<file path="src/rtl/uart_tx_sched.sv">
// Round-robin scheduler sharing one UART transmit path and its baud_gen between N_REQ requesters.
// Define UART_TX_PARITY_EN to insert an even-parity bit between the data bits and the stop bits.
module uart_tx_sched #(
    parameter int N_REQ     = 4,
    parameter int DATA_BITS = 8,
    parameter int STOP_BITS = 1
) (
    input  logic                         clock,
    input  logic                         reset,
    input  logic [N_REQ-1:0]             req,
    input  logic [N_REQ*DATA_BITS-1:0]   req_data,
    input  logic [N_REQ*2-1:0]           req_baud,
    output logic [N_REQ-1:0]             ack,
    output logic [1:0]                   baud_rate,
    input  logic                         baud_tick,
    output logic                         tx,
    output logic                         busy,
    output logic [N_REQ-1:0]             done
);

    localparam int RR_W  = (N_REQ > 1) ? $clog2(N_REQ) : 1;
    localparam int CNT_W = (DATA_BITS > 1) ? $clog2(DATA_BITS) : 1;

    typedef enum logic [2:0] {
        IDLE,
        ALIGN,
        START,
        DATA,
`ifdef UART_TX_PARITY_EN
        PAR,
`endif
        STOP
    } state_t;

    state_t               state_q, state_d;
    logic [RR_W-1:0]      rr_q, rr_d;
    logic [DATA_BITS-1:0] shift_q, shift_d;
    logic [CNT_W-1:0]     bit_cnt_q, bit_cnt_d;
    logic                 stop_cnt_q, stop_cnt_d;
    logic                 skip_q, skip_d;
    logic                 tx_q, tx_d;
    logic                 busy_q, busy_d;
    logic [N_REQ-1:0]     ack_q, ack_d;
    logic [N_REQ-1:0]     done_q, done_d;
    logic [1:0]           baud_q, baud_d;
    logic                 tick_q, tick_d;
    logic                 tick_q2, tick2_d;
`ifdef UART_TX_PARITY_EN
    logic                 parity_q, parity_d;
`endif

    logic                 bit_edge;
    logic                 grant_valid;
    logic [RR_W-1:0]      grant_idx;
    logic [DATA_BITS-1:0] grant_data;
    logic [1:0]           grant_baud;
    logic [N_REQ-1:0]     grant_onehot;
    int                   best_dist;

    assign bit_edge = tick_q & ~tick_q2;

    // Winner is the set request at the smallest rotational distance past the last winner.
    always_comb begin
        grant_valid  = 1'b0;
        grant_idx    = '0;
        grant_data   = '0;
        grant_baud   = '0;
        grant_onehot = '0;
        best_dist    = N_REQ;
        for (int i = 0; i < N_REQ; i++) begin
            if (req[i] && (((i + 2 * N_REQ - 1 - int'(rr_q)) % N_REQ) < best_dist)) begin
                best_dist       = (i + 2 * N_REQ - 1 - int'(rr_q)) % N_REQ;
                grant_valid     = 1'b1;
                grant_idx       = RR_W'(i);
                grant_data      = req_data[i*DATA_BITS +: DATA_BITS];
                grant_baud      = req_baud[i*2 +: 2];
                grant_onehot    = '0;
                grant_onehot[i] = 1'b1;
            end
        end
    end

    always_comb begin
        state_d    = state_q;
        rr_d       = rr_q;
        shift_d    = shift_q;
        bit_cnt_d  = bit_cnt_q;
        stop_cnt_d = stop_cnt_q;
        skip_d     = skip_q;
        tx_d       = tx_q;
        busy_d     = busy_q;
        ack_d      = '0;
        done_d     = '0;
        baud_d     = baud_q;
        tick_d     = baud_tick;
        tick2_d    = tick_q;
`ifdef UART_TX_PARITY_EN
        parity_d   = parity_q;
`endif

        case (state_q)
            IDLE: begin
                if (grant_valid) begin
                    rr_d     = grant_idx;
                    shift_d  = grant_data;
                    baud_d   = grant_baud;
                    ack_d    = grant_onehot;
                    busy_d   = 1'b1;
                    skip_d   = 1'b0;
`ifdef UART_TX_PARITY_EN
                    parity_d = ^grant_data;
`endif
                    state_d  = ALIGN;
                end
            end
            // baud_gen restarts on a rate change, so the first edge after grant is unreliable.
            ALIGN: begin
                if (bit_edge) begin
                    if (!skip_q) begin
                        skip_d = 1'b1;
                    end else begin
                        tx_d    = 1'b0;
                        state_d = START;
                    end
                end
            end
            START: begin
                if (bit_edge) begin
                    tx_d      = shift_q[0];
                    shift_d   = shift_q >> 1;
                    bit_cnt_d = '0;
                    state_d   = DATA;
                end
            end
            DATA: begin
                if (bit_edge) begin
                    if (bit_cnt_q == CNT_W'(DATA_BITS - 1)) begin
`ifdef UART_TX_PARITY_EN
                        tx_d       = parity_q;
                        state_d    = PAR;
`else
                        tx_d       = 1'b1;
                        stop_cnt_d = 1'b0;
                        state_d    = STOP;
`endif
                    end else begin
                        tx_d      = shift_q[0];
                        shift_d   = shift_q >> 1;
                        bit_cnt_d = bit_cnt_q + 1'b1;
                    end
                end
            end
`ifdef UART_TX_PARITY_EN
            PAR: begin
                if (bit_edge) begin
                    tx_d       = 1'b1;
                    stop_cnt_d = 1'b0;
                    state_d    = STOP;
                end
            end
`endif
            STOP: begin
                if (bit_edge) begin
                    if (stop_cnt_q == 1'(STOP_BITS - 1)) begin
                        done_d  = N_REQ'(1) << rr_q;
                        busy_d  = 1'b0;
                        state_d = IDLE;
                    end else begin
                        stop_cnt_d = 1'b1;
                    end
                end
            end
            default: begin
                tx_d    = 1'b1;
                busy_d  = 1'b0;
                state_d = IDLE;
            end
        endcase
    end

    always_ff @(posedge clock) begin
        if (reset) begin
            state_q    <= IDLE;
            rr_q       <= RR_W'(N_REQ - 1);
            shift_q    <= '0;
            bit_cnt_q  <= '0;
            stop_cnt_q <= 1'b0;
            skip_q     <= 1'b0;
            tx_q       <= 1'b1;
            busy_q     <= 1'b0;
            ack_q      <= '0;
            done_q     <= '0;
            baud_q     <= 2'b11;
            tick_q     <= 1'b0;
            tick_q2    <= 1'b0;
`ifdef UART_TX_PARITY_EN
            parity_q   <= 1'b0;
`endif
        end else begin
            state_q    <= state_d;
            rr_q       <= rr_d;
            shift_q    <= shift_d;
            bit_cnt_q  <= bit_cnt_d;
            stop_cnt_q <= stop_cnt_d;
            skip_q     <= skip_d;
            tx_q       <= tx_d;
            busy_q     <= busy_d;
            ack_q      <= ack_d;
            done_q     <= done_d;
            baud_q     <= baud_d;
            tick_q     <= tick_d;
            tick_q2    <= tick2_d;
`ifdef UART_TX_PARITY_EN
            parity_q   <= parity_d;
`endif
        end
    end

    assign ack       = ack_q;
    assign done      = done_q;
    assign tx        = tx_q;
    assign busy      = busy_q;
    assign baud_rate = baud_q;

endmodule

</file>
<file path="config.mk">
export PLATFORM = sky130hd
export DESIGN_NAME = uart_tx_sched
export DESIGN_NICKNAME = d
export VERILOG_FILES = /design/src/rtl/uart_tx_sched.sv
export SDC_FILE = /design/constraint.sdc
export NUM_CORES = 1
export LEC_CHECK = 0
export CAP_MARGIN = 20
export CORE_MARGIN = 2
export CORE_UTILIZATION = 50
export DETAILED_ROUTE_END_ITERATION = 10
export PLACE_DENSITY = 0.88
export SYNTH_ARGS = -nofsm -noshare
export SYNTH_HDL_FRONTEND = slang
export SYNTH_SLANG_ARGS = --single-unit
</file>
<file path="constraint.sdc">
create_clock -name clock -period 10.1 [get_ports clock]
set_input_delay 1.01 -clock clock [delete_from_list [all_inputs] [get_ports clock]]
set_output_delay 1.01 -clock clock [all_outputs]
set_load 0.01 [all_outputs]
</file>
# [Yosys cells after proc, flatten, opt, wreduce, memory -nomap -nowiden]
# Index checks and enable logic that the tools add are counted.
[totals] register_bits=32 in_bits=47 out_inout_bits=12
[classes] bitwise_logic=12 shift=1 addsub=5 order_cmp=4 reduce_logical=28 eq_ne=14 muxes=58
[ops] operator="< comparator 3 x 32 -> 1 bit" n=3
[ops] operator="two-way mux 32 bit" n=3
[ops] operator="two-way mux 8 bit" n=8
[ops] operator="two-way mux 3 bit" n=11
[ops] operator="one-hot mux 8 bit (3 select lines)" n=1
[ops] operator="two-way mux 1 bit" n=20
[ops] operator="inequality test 2 bit, second input constant" n=9
[ops] operator="one-hot mux 3 bit (5 select lines)" n=1
[ops] operator="subtractor 4 x 2 -> 5 bit, first input constant" n=3
[ops] operator="two-way mux 2 bit" n=6
[ops] operator="two-way mux 4 bit" n=3
[ops] operator="AND reduction 4 bit" n=3
[ops] operator="AND reduction 5 bit" n=2
[ops] operator="OR reduction 2 bit" n=5
[ops] operator="AND reduction 8 bit" n=1
[ops] operator="OR reduction 4 bit" n=2
[ops] operator="inverter 1 bit" n=7
[ops] operator="== test 3 x 2 -> 1 bit, second input constant" n=2
[ops] operator="== test 3 bit, second input constant" n=2
[ops] operator="one-hot mux 3 bit (2 select lines)" n=1
[ops] operator="nonzero test 2 bit" n=3
[ops] operator="OR reduction 3 bit" n=2
[ops] operator="OR reduction 6 bit" n=1
[ops] operator="AND 1 bit" n=5
[ops] operator="other kinds (14)" n=18

# [Logic depth before layout (Yosys ltp)]
[depth] ltp_word=17 ltp_mapped=21 mapped_depth_nobuf=17

# [Worst setup path after synthesis]
# OpenSTA, ideal clock, no wires.
[synth_path] path_type="input -> register" from="input req[0]" to="register baud_q[0] (netlist: baud_rate[0])" stages=20 setup_ps=125 path_buffers=3 required_time_ps=9975 setup_slack_ps=5474 t_arrival_ps=4501 path_cell_list="nand2b_1 -> ha_1 -> a21o_1 -> a21oi_1 -> buf_2 -> nor2_1 -> a21oi_1 -> ha_1 -> o22ai_1 -> a22o_1 -> clkbuf_1 -> nand2_1 -> o21a_1 -> ha_1 -> o311a_1 -> a211oi_1 -> o31ai_2 -> buf_6 -> o32ai_1 -> a21oi_1"
[synth_between] elab_chain_len=12 word_cells_on_any_way=19 classes_between="order compare: 3; mux: 11; reduce/logical: 5"
[synth_rtl] item="start: declaration" line="10" text="input logic [N_REQ-1:0] req,"
[synth_rtl] item="logical AND 1 bit (*)" line="71" text="if (req[i] && (((i + 2 * N_REQ - 1 - int'(rr_q)) % N_REQ) < best_dist)) begin"
[synth_rtl] item="two-way mux 32 bit" line="71"
[synth_rtl] item="< comparator 3 x 32 -> 1 bit" line="71"
[synth_rtl] item="logical AND 1 bit" line="71"
[synth_rtl] item="two-way mux 32 bit" line="71"
[synth_rtl] item="< comparator 3 x 32 -> 1 bit" line="71"
[synth_rtl] item="logical AND 1 bit" line="71"
[synth_rtl] item="two-way mux 32 bit" line="71"
[synth_rtl] item="< comparator 3 x 32 -> 1 bit" line="71"
[synth_rtl] item="logical AND 1 bit" line="71"
[synth_rtl] item="two-way mux 1 bit" line="71"
[synth_rtl] item="AND reduction 2 bit (no line)"
[synth_rtl] item="end signal: assignment" line="210" text="baud_q <= baud_d;"
[synth_rtl] item="end: declaration" line="45" text="logic [1:0] baud_q, baud_d;"
# Mark *: on every way between the ends. The rest lies on a longest branch, timed or not.
# A chain may end at the register's enable or synchronous reset.

# [Worst setup path after layout]
[layout_path] from="input req[0]" to="register ack_q[1] (netlist: ack[1])"
[layout_between] elab_chain_len=13 word_cells_on_any_way=17 classes_between="order compare: 3; mux: 8; bitwise: 1; reduce/logical: 5"
[layout_rtl] item="logical AND 1 bit (*)" line="71"
[layout_rtl] item="two-way mux 32 bit" line="71"
[layout_rtl] item="< comparator 3 x 32 -> 1 bit" line="71"
[layout_rtl] item="logical AND 1 bit" line="71"
[layout_rtl] item="two-way mux 32 bit" line="71"
[layout_rtl] item="< comparator 3 x 32 -> 1 bit" line="71"
[layout_rtl] item="logical AND 1 bit" line="71"
[layout_rtl] item="two-way mux 32 bit" line="71"
[layout_rtl] item="< comparator 3 x 32 -> 1 bit" line="71"
[layout_rtl] item="logical AND 1 bit" line="71"
[layout_rtl] item="two-way mux 1 bit" line="71"
[layout_rtl] item="inverter 1 bit (no line)"
[layout_rtl] item="OR reduction 5 bit (no line)"
[layout_rtl] item="end signal: assignment" line="208" text="ack_q <= ack_d;"
[layout_rtl] item="end: declaration" line="43" text="logic [N_REQ-1:0] ack_q, ack_d;"
# Marks and branches as above.

==> metrics.csv <==
stage,metric,value,unit
floorplan,core region area,3630,um^2
worst_setup_path,CP startpoint kind,input pin,
clock_network,htree depth,2,
finish,multi-input logic area,1120,um^2
worst_setup_path,crit end category,register,
floorplan,site row count,22,
route,DRT iter0 DRCs,170,
timing,Worst slew margin,0.319,
logic_synthesis,Main synth FF type,dfxtp_1,
timing,min cycle time layout,5.79,ns
logic_synthesis,sequential area share after synthesis,0.329,
floorplan,starting density of the core,0.519,
logic_synthesis,mean area per synthesized cell,8.03,um^2
logic_synthesis,Synth async-reset ratio,0,
global_route,initial antenna violation count,0,
pwr,P_leak,0.961,nW
timing,unrepaired setup endpoints after global routing,no,
route,drt pass-1 iters,4,
pwr,Internal,349,uW
route,Vias/cell,5.99,
outcome,status,"finished, final reports clean",
timing,Final setup viols,0,
finish,non-filler cells in the finished layout,332,
finish,most frequent cells in the layout,"clkdlybuf4s50_1, dfxtp_1, nor2_1",
place,Post-Place Worst Slack,4.08,ns
timing,setup_tns,0,ns
finish,Nets,335,
finish,ANT cells,0,
clock_network,root buf cell,clkbuf_8,
place,GPL Wtd Cong,0.845,
route,antenna-violating nets left,0,
worst_setup_path,CP max FO,21,
finish,area delta synth->final,34.7,%
finish,Seq. cell area,621,um^2
logic_synthesis,Yosys cell types,48,
clock_network,CTS tree,done,
floorplan,Ports,59,
logic_synthesis,Synth Instances,235,
global_route,GRT overflow,0,
finish,fill count,313,
logic_synthesis,Post-Syn Area,1890,um^2
global_route,total track usage,0.252,
pwr,Seq pwr share,0.308,
global_route,pin count of the biggest net entering global routing,31,
clock_network,CTS resizes,0,
pwr,Worst VDD drop,148,uV
global_route,first-pass GRT wire length,8.34,mm
clock_network,Clock Pin Slew Worst Setup and Hold Paths,0.06,ns
pwr,clock power share,0.192,
timing,Max Clk Rate,0.173,GHz
route,drt wl/cell,15.3,um
floorplan,Die X-Extent,65.4,um
global_route,vias in the first global route,1907,
clock_network,worst skew pair latency,0.29,ns
finish,"Core Util, Final",0.699,
logic_synthesis,"EDFF count, synth",0,
pwr,switch share,0.384,
worst_setup_path,R2R Setup Slk,5.00,ns
logic_synthesis,YS warnings,0,
place,Inst Count DP,324,
min_path,Hold Crit Class,reg2reg,
clock_network,TritonCTS Buffers,5,
pwr,combinational power share,0.500,
clock_network,clock buffer depth,2,
finish,fraction of layout cells with a size suffix above 1,0.0458,
timing,Clock Skews,0.00354,ns
worst_setup_path,WS Path Type,in2reg,
timing,final hold violation count,0,
clock_network,Clock Sinks,31,
logic_synthesis,post-synth net total,287,
place,IO Port Bufs,58,
logic_synthesis,synthesized flop and latch total,31,
timing,fin crit share,0.573,
route,Post-route DRC,0,
worst_setup_path,CP arrival,5.97,ns
floorplan,Die Span Y,65.4,um
clock_network,# Post-CTS Setup Buffers,0,
timing,final worst setup slack,4.31,ns
job,max-cap viol count,0,
floorplan,Die Area,4280,um^2
finish,"most common cell after layout, fill and taps aside",clkdlybuf4s50_1,
pwr,power density over the cells,223,nW/um^2
timing,Max Slew Vio Count,0,
clock_network,"Hold-fix buffers, CTS",0,
route,routed vias,1988,
timing,worst slew pin tran,1.02,ns
worst_setup_path,CP required,10.28,ns
place,post-DP HPWL,3.52,mm
pwr,Net Sw Power,218,uW
route,Routed Wire Length,5.08,mm
per-stage QoR:
stage | power [mW] | cell area (um^2) | hold WS (ns)
after floorplan | 0.386 | 1890 | 0.453
after global placement | 0.440 | 2440 | 0.443
after detailed placement | 0.454 | 2440 | 0.447
after CTS | 0.564 | 2540 | 0.456
after global routing | 0.604 | 2540 | 0.505
final | 0.567 | 2540 | 0.453
final cells by class:
type / instances / area share
multi-input cells: 173 / 0.439
flip-flops and latches: 31 / 0.244
repair buffers: 61 / 0.237
clock buffers: 8 / 0.0394
well taps: 48 / 0.0236
inverters: 11 / 0.0162
power by group through the flow:
stage          sequential, mW  combinational (mW)  clock (mW)
2_1_floorplan           0.168               0.218           0
3_3_place_gp            0.175               0.265           0
3_5_place_dp            0.176               0.279           0
4_1_cts                 0.173               0.282       0.109
5_1_grt                 0.178               0.311       0.116
6_report                0.174               0.284       0.109
logic make-up (layout without fill, tap and decap cells):
group,Yosys count,after routing,synth area share
AO/OA/AOI/OAI,90,90,0.343
XOR/XNOR,1,1,0.00464
adder cells (fa/ha/maj),5,5,0.0332
buffers and inverters,31,80,0.0796
flip-flops,31,31,0.329
multiplexers,1,1,0.00531
AND/OR/NAND/NOR,76,76,0.206
worst max-delay path, stage by stage:
cell             delay (ns)
clkdlybuf4s50_1        0.61
nand2b_1               0.12
ha_1                   0.30
a21o_1                 0.19
a21oi_1                0.80
nor2_1                 0.08
a21oi_1                0.22
ha_1                   0.27
o22ai_1                0.15
a22o_1                 0.50
nand2_1                0.11
o21a_1                 0.14
ha_1                   0.30
o311a_1                0.13
a211oi_1               0.26
o31ai_2                0.10
buf_4                  0.23
and2_1                 0.23
and3_1                 0.21
synth_stat cells (2+ instances only):
library cell	n	area [um^2]
buf_6	2	22.5
nor3_1	6	30.0
o21a_1	4	30.0
a2bb2oi_1	7	61.3
and3_1	4	25.0
o41ai_1	2	17.5
a221o_1	10	100
nand2b_1	6	37.5
a31oi_1	9	56.3
buf_2	3	15.0
nor2_1	25	93.8
dfxtp_1	31	621
nand3_1	10	50.1
a21oi_1	12	60.1
o21ai_0	11	55.1
o32ai_1	2	17.5
o22ai_1	2	12.5
clkbuf_1	12	45.0
nand2_1	9	33.8
nor4_1	2	12.5
o21ai_1	7	35.0
o211ai_1	8	60.1
or3_1	2	12.5
inv_1	11	41.3
a22o_1	8	70.1
nor2b_1	4	25.0
ha_1	5	62.6
sequential cells by signal (all words and copies together) (netlist names):
register,cells
shift_q,8
ack,4
done,4
bit_cnt_q,3
state_q,3
baud_rate,2
rr_q,2
busy,1
skip_q,1
tick2_d,1
tick_q2,1
tx,1
per-layer routing:
metal | track usage | up-vias | wire (um)
met1 | 0.313 | 928 | 2140
li1 | - | 981 | -
met5 | 0 | - | 0
met2 | 0.429 | 71 | 2550
met4 | 0.0885 | 0 | 82
met3 | 0.0565 | 8 | 316
path summary, 6_finish.rpt:
check,cells after the start,start,to
max,19,req[0],ack[1]
min,2,busy,busy
max reg2reg,18,rr_q[0],ack[1]
min reg2reg,2,busy,busy
No activity file was read; power rests on OpenSTA's default activity.
